**src/rtl/posit_pkg.sv**
```systemverilog
// Shared types for the posit unit: operation and rounding encodings plus the
// request record that travels from issue logic into the datapath.
package posit_pkg;

  localparam int unsigned POSIT_WIDTH = 32;
  localparam int unsigned POSIT_NUM_OPERANDS = 3;
  localparam int unsigned POSIT_TAG_WIDTH = 1;

  typedef enum logic [3:0] {
    FMADD    = 4'd0,
    FNMSUB   = 4'd1,
    ADD      = 4'd2,
    MUL      = 4'd3,
    DIV      = 4'd4,
    SQRT     = 4'd5,
    SGNJ     = 4'd6,
    MINMAX   = 4'd7,
    CMP      = 4'd8,
    CLASSIFY = 4'd9,
    F2F      = 4'd10,
    F2I      = 4'd11,
    I2F      = 4'd12,
    CPKAB    = 4'd13,
    CPKCD    = 4'd14
  } operation_e;

  typedef enum logic [2:0] {
    RNE = 3'b000,
    RTZ = 3'b001,
    RDN = 3'b010,
    RUP = 3'b011,
    RMM = 3'b100,
    DYN = 3'b111
  } roundmode_e;

  // Request record at the default widths, for consumers that want the bundle whole.
  typedef struct packed {
    logic [POSIT_NUM_OPERANDS-1:0][POSIT_WIDTH-1:0] operands;
    operation_e                                     op;
    logic                                           op_mod;
    roundmode_e                                     rnd_mode;
    logic [POSIT_TAG_WIDTH-1:0]                     tag;
  } posit_req_t;

endpackage

```
**src/rtl/posit_issue_queue_if.sv**
```systemverilog
// Valid/ready request bus into the issue queue and from its head to the datapath.
// The queue takes the slave side; the producer/consumer pair takes master.
interface posit_issue_queue_if #(
  parameter int unsigned WIDTH        = 32,
  parameter int unsigned NUM_OPERANDS = 3,
  parameter int unsigned TAG_WIDTH    = 1
) ();
  import posit_pkg::*;

  logic                                 in_valid_i;
  logic                                 in_ready_o;
  logic [NUM_OPERANDS-1:0][WIDTH-1:0]   operands_i;
  operation_e                           op_i;
  logic                                 op_mod_i;
  roundmode_e                           rnd_mode_i;
  logic [TAG_WIDTH-1:0]                 tag_i;

  logic                                 out_valid_o;
  logic                                 out_ready_i;
  logic [NUM_OPERANDS-1:0][WIDTH-1:0]   operands_o;
  operation_e                           op_o;
  logic                                 op_mod_o;
  roundmode_e                           rnd_mode_o;
  logic [TAG_WIDTH-1:0]                 tag_o;

  modport slave (
    input  in_valid_i, operands_i, op_i, op_mod_i, rnd_mode_i, tag_i, out_ready_i,
    output in_ready_o, out_valid_o, operands_o, op_o, op_mod_o, rnd_mode_o, tag_o
  );

  modport master (
    output in_valid_i, operands_i, op_i, op_mod_i, rnd_mode_i, tag_i, out_ready_i,
    input  in_ready_o, out_valid_o, operands_o, op_o, op_mod_o, rnd_mode_o, tag_o
  );

endinterface

```
**src/rtl/posit_issue_queue.sv**
```systemverilog
// Registered FIFO in front of the posit datapath: one-cycle latency, no
// fall-through, ready derived only from occupancy so out_ready never reaches in_ready.
module posit_issue_queue
  import posit_pkg::*;
#(
  parameter int unsigned WIDTH        = 32,
  parameter int unsigned NUM_OPERANDS = 3,
  parameter int unsigned DEPTH        = 4,
  parameter int unsigned TAG_WIDTH    = 1
) (
  input  logic                         clk_i,
  input  logic                         rst_ni,
  input  logic                         flush_i,
  posit_issue_queue_if.slave           bus,
  output logic                         busy_o,
  output logic [$clog2(DEPTH+1)-1:0]   count_o
);

  localparam int unsigned PW = $clog2(DEPTH);
  localparam int unsigned CW = $clog2(DEPTH+1);
  localparam logic [CW-1:0] FULL = CW'(DEPTH);

  typedef struct packed {
    logic [NUM_OPERANDS-1:0][WIDTH-1:0] operands;
    operation_e                         op;
    logic                               op_mod;
    roundmode_e                         rnd_mode;
    logic [TAG_WIDTH-1:0]               tag;
  } entry_t;

  entry_t          store_q [DEPTH];
  entry_t          in_entry;
  entry_t          head;
  logic [PW-1:0]   wr_ptr;
  logic [PW-1:0]   rd_ptr;
  logic [CW-1:0]   count;
  logic            in_ready;
  logic            out_valid;
  logic            push;
  logic            pop;

  assign in_ready  = (count < FULL);
  assign out_valid = (count != '0);

  // A flush swallows any handshake in the same cycle.
  assign push = bus.in_valid_i & in_ready & ~flush_i;
  assign pop  = out_valid & bus.out_ready_i & ~flush_i;

  assign in_entry.operands = bus.operands_i;
  assign in_entry.op       = bus.op_i;
  assign in_entry.op_mod   = bus.op_mod_i;
  assign in_entry.rnd_mode = bus.rnd_mode_i;
  assign in_entry.tag      = bus.tag_i;

  // Entry storage carries no reset; contents are only observed behind out_valid.
  always_ff @(posedge clk_i) begin
    if (push) begin
      store_q[wr_ptr] <= in_entry;
    end
  end

  always_ff @(posedge clk_i or negedge rst_ni) begin
    if (!rst_ni) begin
      wr_ptr <= '0;
      rd_ptr <= '0;
      count  <= '0;
    end else if (flush_i) begin
      wr_ptr <= '0;
      rd_ptr <= '0;
      count  <= '0;
    end else begin
      // Power-of-two depth lets the pointers wrap by natural overflow.
      if (push) wr_ptr <= wr_ptr + PW'(1);
      if (pop)  rd_ptr <= rd_ptr + PW'(1);
      case ({push, pop})
        2'b10:   count <= count + CW'(1);
        2'b01:   count <= count - CW'(1);
        default: count <= count;
      endcase
    end
  end

  assign head = store_q[rd_ptr];

  assign bus.in_ready_o  = in_ready;
  assign bus.out_valid_o = out_valid;
  assign bus.operands_o  = head.operands;
  assign bus.op_o        = head.op;
  assign bus.op_mod_o    = head.op_mod;
  assign bus.rnd_mode_o  = head.rnd_mode;
  assign bus.tag_o       = head.tag;

  assign busy_o  = out_valid;
  assign count_o = count;

endmodule

```
**src/flat_wrapper.sv**
```systemverilog
// flat-port wrapper written by rule: the top's interface ports become plain ports
module posit_issue_queue_flat import posit_pkg::*;
#(
  parameter int unsigned WIDTH        = 32,
  parameter int unsigned NUM_OPERANDS = 3,
  parameter int unsigned DEPTH        = 4,
  parameter int unsigned TAG_WIDTH    = 1
)
  (clk_i, rst_ni, flush_i, busy_o, count_o, bus_in_valid_i, bus_operands_i, bus_op_i, bus_op_mod_i, bus_rnd_mode_i, bus_tag_i, bus_out_ready_i, bus_in_ready_o, bus_out_valid_o, bus_operands_o, bus_op_o, bus_op_mod_o, bus_rnd_mode_o, bus_tag_o);
  posit_issue_queue_if #(.WIDTH(WIDTH), .NUM_OPERANDS(NUM_OPERANDS), .TAG_WIDTH(TAG_WIDTH)) bus_i ();
  input  logic clk_i;
  input  logic rst_ni;
  input  logic flush_i;
  output logic busy_o;
  output logic [$clog2(DEPTH+1)-1:0] count_o;
  input wire logic [$bits(bus_i.in_valid_i)-1:0] bus_in_valid_i;
  input wire logic [$bits(bus_i.operands_i)-1:0] bus_operands_i;
  input wire logic [$bits(bus_i.op_i)-1:0] bus_op_i;
  input wire logic [$bits(bus_i.op_mod_i)-1:0] bus_op_mod_i;
  input wire logic [$bits(bus_i.rnd_mode_i)-1:0] bus_rnd_mode_i;
  input wire logic [$bits(bus_i.tag_i)-1:0] bus_tag_i;
  input wire logic [$bits(bus_i.out_ready_i)-1:0] bus_out_ready_i;
  output wire logic [$bits(bus_i.in_ready_o)-1:0] bus_in_ready_o;
  output wire logic [$bits(bus_i.out_valid_o)-1:0] bus_out_valid_o;
  output wire logic [$bits(bus_i.operands_o)-1:0] bus_operands_o;
  output wire logic [$bits(bus_i.op_o)-1:0] bus_op_o;
  output wire logic [$bits(bus_i.op_mod_o)-1:0] bus_op_mod_o;
  output wire logic [$bits(bus_i.rnd_mode_o)-1:0] bus_rnd_mode_o;
  output wire logic [$bits(bus_i.tag_o)-1:0] bus_tag_o;
  assign bus_i.in_valid_i = bus_in_valid_i;
  assign bus_i.operands_i = bus_operands_i;
  assign bus_i.op_i = bus_op_i;
  assign bus_i.op_mod_i = bus_op_mod_i;
  assign bus_i.rnd_mode_i = bus_rnd_mode_i;
  assign bus_i.tag_i = bus_tag_i;
  assign bus_i.out_ready_i = bus_out_ready_i;
  assign bus_in_ready_o = bus_i.in_ready_o;
  assign bus_out_valid_o = bus_i.out_valid_o;
  assign bus_operands_o = bus_i.operands_o;
  assign bus_op_o = bus_i.op_o;
  assign bus_op_mod_o = bus_i.op_mod_o;
  assign bus_rnd_mode_o = bus_i.rnd_mode_o;
  assign bus_tag_o = bus_i.tag_o;
  posit_issue_queue #(.WIDTH(WIDTH), .NUM_OPERANDS(NUM_OPERANDS), .DEPTH(DEPTH), .TAG_WIDTH(TAG_WIDTH)) u_core (.clk_i(clk_i), .rst_ni(rst_ni), .flush_i(flush_i), .bus(bus_i), .busy_o(busy_o), .count_o(count_o));
endmodule
```
**config.mk**
```make
export PLATFORM = sky130hd
export DESIGN_NAME = posit_issue_queue_flat
export DESIGN_NICKNAME = d
export VERILOG_FILES = /design/src/rtl/posit_pkg.sv /design/src/rtl/posit_issue_queue_if.sv /design/src/rtl/posit_issue_queue.sv /design/src/flat_wrapper.sv
export SDC_FILE = /design/constraint.sdc
export NUM_CORES = 1
export LEC_CHECK = 0
export CORE_MARGIN = 8
export CORE_UTILIZATION = 34
export CTS_BUF_LIST = sky130_fd_sc_hd__clkbuf_16
export DETAILED_ROUTE_END_ITERATION = 7
export HOLD_SLACK_MARGIN = 0.08
export PLACE_DENSITY = 0.56
export SLEW_MARGIN = 25
export SYNTH_ARGS = -nofsm -noshare
export SYNTH_HDL_FRONTEND = slang
export SYNTH_SLANG_ARGS = --single-unit
```
**constraint.sdc**
```tcl
create_clock -name clk_i -period 5.45 [get_ports clk_i]
set_clock_uncertainty 0.05 [all_clocks]
set_input_delay 0.8175 -clock clk_i [delete_from_list [all_inputs] [get_ports clk_i]]
set_output_delay 0.8175 -clock clk_i [all_outputs]
set_load 0.05 [all_outputs]
```
## Yosys cells after proc, flatten, opt, wreduce, memory -nomap -nowiden

Memory sizes are Yosys's and may differ from the RTL's.
Cells that the tools add are included.
W data, S select, Z words.

| storage, ports and cells | value |
|---|---|
| input bits | 110 |
| flip-flop bits (word level) | 7 |
| memories kept | 1 |
| RAM bits | 420 |

| cells by class | value |
|---|---|
| bitwise operators | 5 |
| equality and inequality tests | 2 |
| add/sub/neg operators | 4 |
| reduce and logical (&&, ||, !) cells | 4 |
| $lt $le $gt $ge | 1 |
| muxes and demuxes | 8 |

Memory list:

| memory | depth | width | rd ports | clocked after Yosys merged registers in | wr ports | line | source |
|---|---|---|---|---|---|---|---|
| u_core.store_q | 4 | 105 | 1 | 0 | 1 | posit_issue_queue.sv:31 | `entry_t store_q [DEPTH];` |

Operators with widths:

| kind | number |
|---|---|
| $mux W2 | 4 |
| $pmux W3 S2 | 1 |
| $reduce_bool A3 Y1 | 2 |
| $add A2 B1 Y2 const B | 2 |
| $and A1 B1 Y1 | 4 |
| $reduce_bool A2 Y1 | 2 |
| $add A3 B1 Y3 const B | 1 |
| $lt A3 B3 Y1 const B | 1 |
| $mux W3 | 1 |
| $sub A3 B1 Y3 const B | 1 |
| $eq A2 B1 Y1 const B | 1 |
| $eq A2 B2 Y1 const B | 1 |
| $mux W1 | 2 |
| $not A1 Y1 | 1 |

## Logic depth before layout (Yosys ltp)

| logic depth | value |
|---|---|
| word-level depth | 6 |
| gate-level depth with buffers | 8 |
| mapped depth without buffers | 8 |

## Least setup slack after synthesis

Ideal clock, no wire load.

| path | value |
|---|---|
| kind | input-to-reg |
| from | input bus_in_valid_i |
| to | memory u_core.store_q[0][0] in the netlist's numbering (enable) |
| stages | 4 |
| path buffers | 1 |
| library setup time | 476 ps |
| required time | 4924 ps |
| arrival | 3764 ps |
| setup slack | 1160 ps |
| path through | nor2b_1 > buf_2 > nor2b_1 > and2_1 |

| on the way | value |
|---|---|
| word-level cells in the longest chain between the ends | 4 |

RTL lines:

| item | line | source |
|---|---|---|
| start, declared | flat_wrapper.sv:16 | `input wire logic [$bits(bus_i.in_valid_i)-1:0] bus_in_valid_i;` |
| $and A1 B1 Y1 (2 in series) | posit_issue_queue.sv:46 | `assign push = bus.in_valid_i & in_ready & ~flush_i;` |
| $mux W1 | posit_issue_queue.sv:57 | `if (push) begin` |
| $mux W1 (implied by the code) | posit_issue_queue.sv:58 | `store_q[wr_ptr] <= in_entry;` |
| end, declared | posit_issue_queue.sv:31 |  |

No other way between the ends.

## Worst setup path in the final report

| path | value |
|---|---|
| from | register u_core.rd_ptr[1] |
| to | output bus_operands_o[62] |

| on the way | value |
|---|---|
| word-level cells in the longest chain between the ends | 1 |

RTL lines:

| item | line | source |
|---|---|---|
| start, declared | posit_issue_queue.sv:35 | `logic [PW-1:0] rd_ptr;` |
| start signal, assigned | posit_issue_queue.sv:74 | `if (pop) rd_ptr <= rd_ptr + PW'(1);` |
| $mem_v2 Z4 W105 | -- |  |
| end, declared | flat_wrapper.sv:25 | `output wire logic [$bits(bus_i.operands_o)-1:0] bus_operands_o;` |

No other way between the ends.

==> metrics.txt <==
CTS root buf=clkbuf_16; dpl hpwl=between 15 and 20 mm; status=finished, final reports clean; Vias/cell=about 4.7; CP startpoint kind=flop; Max Slew Vio Count=0; CTS resizes=0; Cell Area, Placed=18600 um^2; crit-path cells=buf_4 > mux4_2 > clkdlybuf4s50_1; Synth area leader=edfxtp_1; largest family of logic cells by synthesized area=multiplexers; worst path required time=between 4000 and 5000 ps; Max stage delay on crit path=between 1000 and 1500 ps; static leakage=about 0.0063 uW; Area Growth Syn to Fin=27.9%; Final Cell Area=roughly 20000 um^2; Final #Nets=between 900 and 1000; largest net degree at the start of global routing=between 60 and 70; DR WL/cell=21.6 um; HP Class=input pin to async pin; critical path's slowest cell=dfrtp_4; FP Rows=78; Async SR Flop Fraction=between 1.5 and 2%; Cells after DPL=approximately 1400; DRC errors left=0; xor and xnor fraction of the mapped netlist area=less than 1%; die area=between 50000 and 60000 um^2; I/O pin total=~220; Clock transition at path regs=about 60 ps; Synthesis Warnings=0; Max Root-Sink Buffers=3; adder-cell share of the synthesized area=less than 1%; hold buffers post-CTS=0; initial antenna violation count=4; TritonRoute pass-1 iters=4; simple-gate share of the synthesized area=less than 1%; Crit. End Element=output port; vias in the first global route=7749; WP buf/inv=2; top cells by area, synth=edfxtp_1 81%, mux4_2 15%, dfrtp_1 1.1%; gpl congestion=between 0.7 and 0.8; Final min period=3980 ps; Synth Instances=between 600 and 700; Netlist cell types=27; Setup Fix Bufs, Post-CTS=0; reg2reg start=u_core.count_o[2]$_DFFE_PN0P_; Post-Place Worst Slack=between 1500 and 2000 ps; fin worst setup slack=between 1000 and 1500 ps; number of synthesized flops with an enable pin=420; Port Buf Inserts=220; synthesized area=between 15000 and 20000 um^2; Worst-Margin Slew=909 ps; RSZ-0062 raised after global routing=no; TritonCTS clock tree=done; DR vias=7056; worst rel slew slack=approximately two fifths; cell area power density=between 300 and 400 nW/um^2; TritonCTS buffer count=between 40 and 50; CTS sink cnt=between 400 and 500; part of the cycle the worst path needs=between 70% and 80%; Final setup violation count=0; cell count of the worst reg-to-reg path=4; register bit total from synthesis=~430; mux contribution to synthesized area=15.1%; kind of cell adding the most delay to the critical path=buffers and inverters; Post-synth top flop=edfxtp_1; CP arrival=3110 ps; max-cap violations=0; Worst Path Max Fanout=slightly above 50; Die Y=230 um; Final Hold Fails=0; Max Fclk=approximately 250 MHz; Setup CP Type=flop to output port; Syn Area/Cell=~26 um^2; gr ovfl total=0; R2R Setup Slk=approximately 2600 ps; share of layout cells above drive strength 1=a little over a fifth; Worst-Skew Late Latency=~550 ps; die width=roughly 230 um; first-pass GRT wire length=around 49 mm; core area=about 45000 um^2; Synth top cells by count=420 x edfxtp_1, 105 x mux4_2, 14 x buf_2; initial DRC count=roughly 410; count leader, synth=edfxtp_1; WL final=~32 mm; H-tree depth=2; net count after synthesis=between 700 and 800; Final ANT Viol Nets=0; Initial Util=roughly a third; Peak VDD IR=0.208 mV; Worst R2R End=u_core.store_q[3][61]$_DFFE_PP_; Final Instance Count excl. Fillers=between 1000 and 1500; gr usage total=between 10% and 20%; Yosys top cell area share=approximately four fifths; Synth Area in Compound Gates=less than 1%; Seq/Total Area, Yosys=81.8%; setup_tns=0 ps
## kinds of logic (layout without fill, tap and decap cells)
family | after synthesis | after routing
buffers and inverters | 31 | 318
other | 0 | 3
AOI/OAI and AO/OA | 11 | 11
muxes | 105 | 105
and+or+nand+nor | 24 | 24
DFF | 427 | 427
xor gates and xnor gates | 4 | 4
adders and majority gates | 5 | 5
## power breakdown
part           total [uW]  switching (uW)  internal, uW
Combinational        1190             733           462
Clock                2840            1190          1650
Sequential           3750            32.1          3720
## placed cells by master (no fill, tap or decap), types with 6 or more instances in the layout
cell | Yosys | layout
buf_4 | 2 | 10
clkbuf_16 | 0 | 47
clkdlybuf4s50_1 | 0 | 220
clkinv_1 | 0 | 6
clkinv_2 | 0 | 10
edfxtp_1 | 420 | 420
inv_1 | 3 | 15
mux4_2 | 105 | 105
nor2_1 | 8 | 8
## stage by stage
step                      hold slack [ps]  util, %  power, uW
after CTS                             462     44.0       7900
after detailed placement              550     41.0       5040
after global placement                555     41.0       5040
final                                 486     44.0       7790
after floorplan                       472        -       4600
after global routing                  498     44.0       8060
## per-layer routing
metal	wire, um	vias to the layer above	track usage [%]	part of all wire [%]
li1	-	3117	-	-
met1	14000	3705	16.0	43
met2	15400	175	18.9	47
met3	2350	53	3.91	7.2
met4	646	6	3.98	2.0
met5	34	-	0	0.10
## layout make-up
cell class              instances  area, um^2
multi-input cells             149        2660
repair buffers                235        2380
clock buffers                  47        1180
fillers                      3853       25400
inverters                       3        11.3
diodes                          3        7.51
clock inverters                33         204
flip-flops and latches        427       12800
well taps                     600         751
## worst max path at each step
stage	startpoint	end	slack [ps]	depth (start not counted)
2_1_floorplan	bus_in_valid_i	u_core.store_q[0][0]$_DFFE_PP_	1160	4
3_3_place_gp	bus_in_valid_i	u_core.store_q[3][61]$_DFFE_PP_	1630	5
3_5_place_dp	bus_in_valid_i	u_core.store_q[3][61]$_DFFE_PP_	1590	5
4_1_cts	u_core.rd_ptr[1]$_DFFE_PN0P_	bus_rnd_mode_o[1]	1350	3
5_1_grt	u_core.rd_ptr[1]$_DFFE_PN0P_	bus_rnd_mode_o[1]	1340	3
6_report	u_core.rd_ptr[1]$_DFFE_PN0P_	bus_operands_o[62]	1470	3
## flip-flops by register name (all words and copies together) (netlist names)
name	flops
u_core.store_q	420
u_core.rd_ptr	2
u_core.count_o	3
u_core.wr_ptr	2
Note: power is estimated with default switching activity, not from simulation.
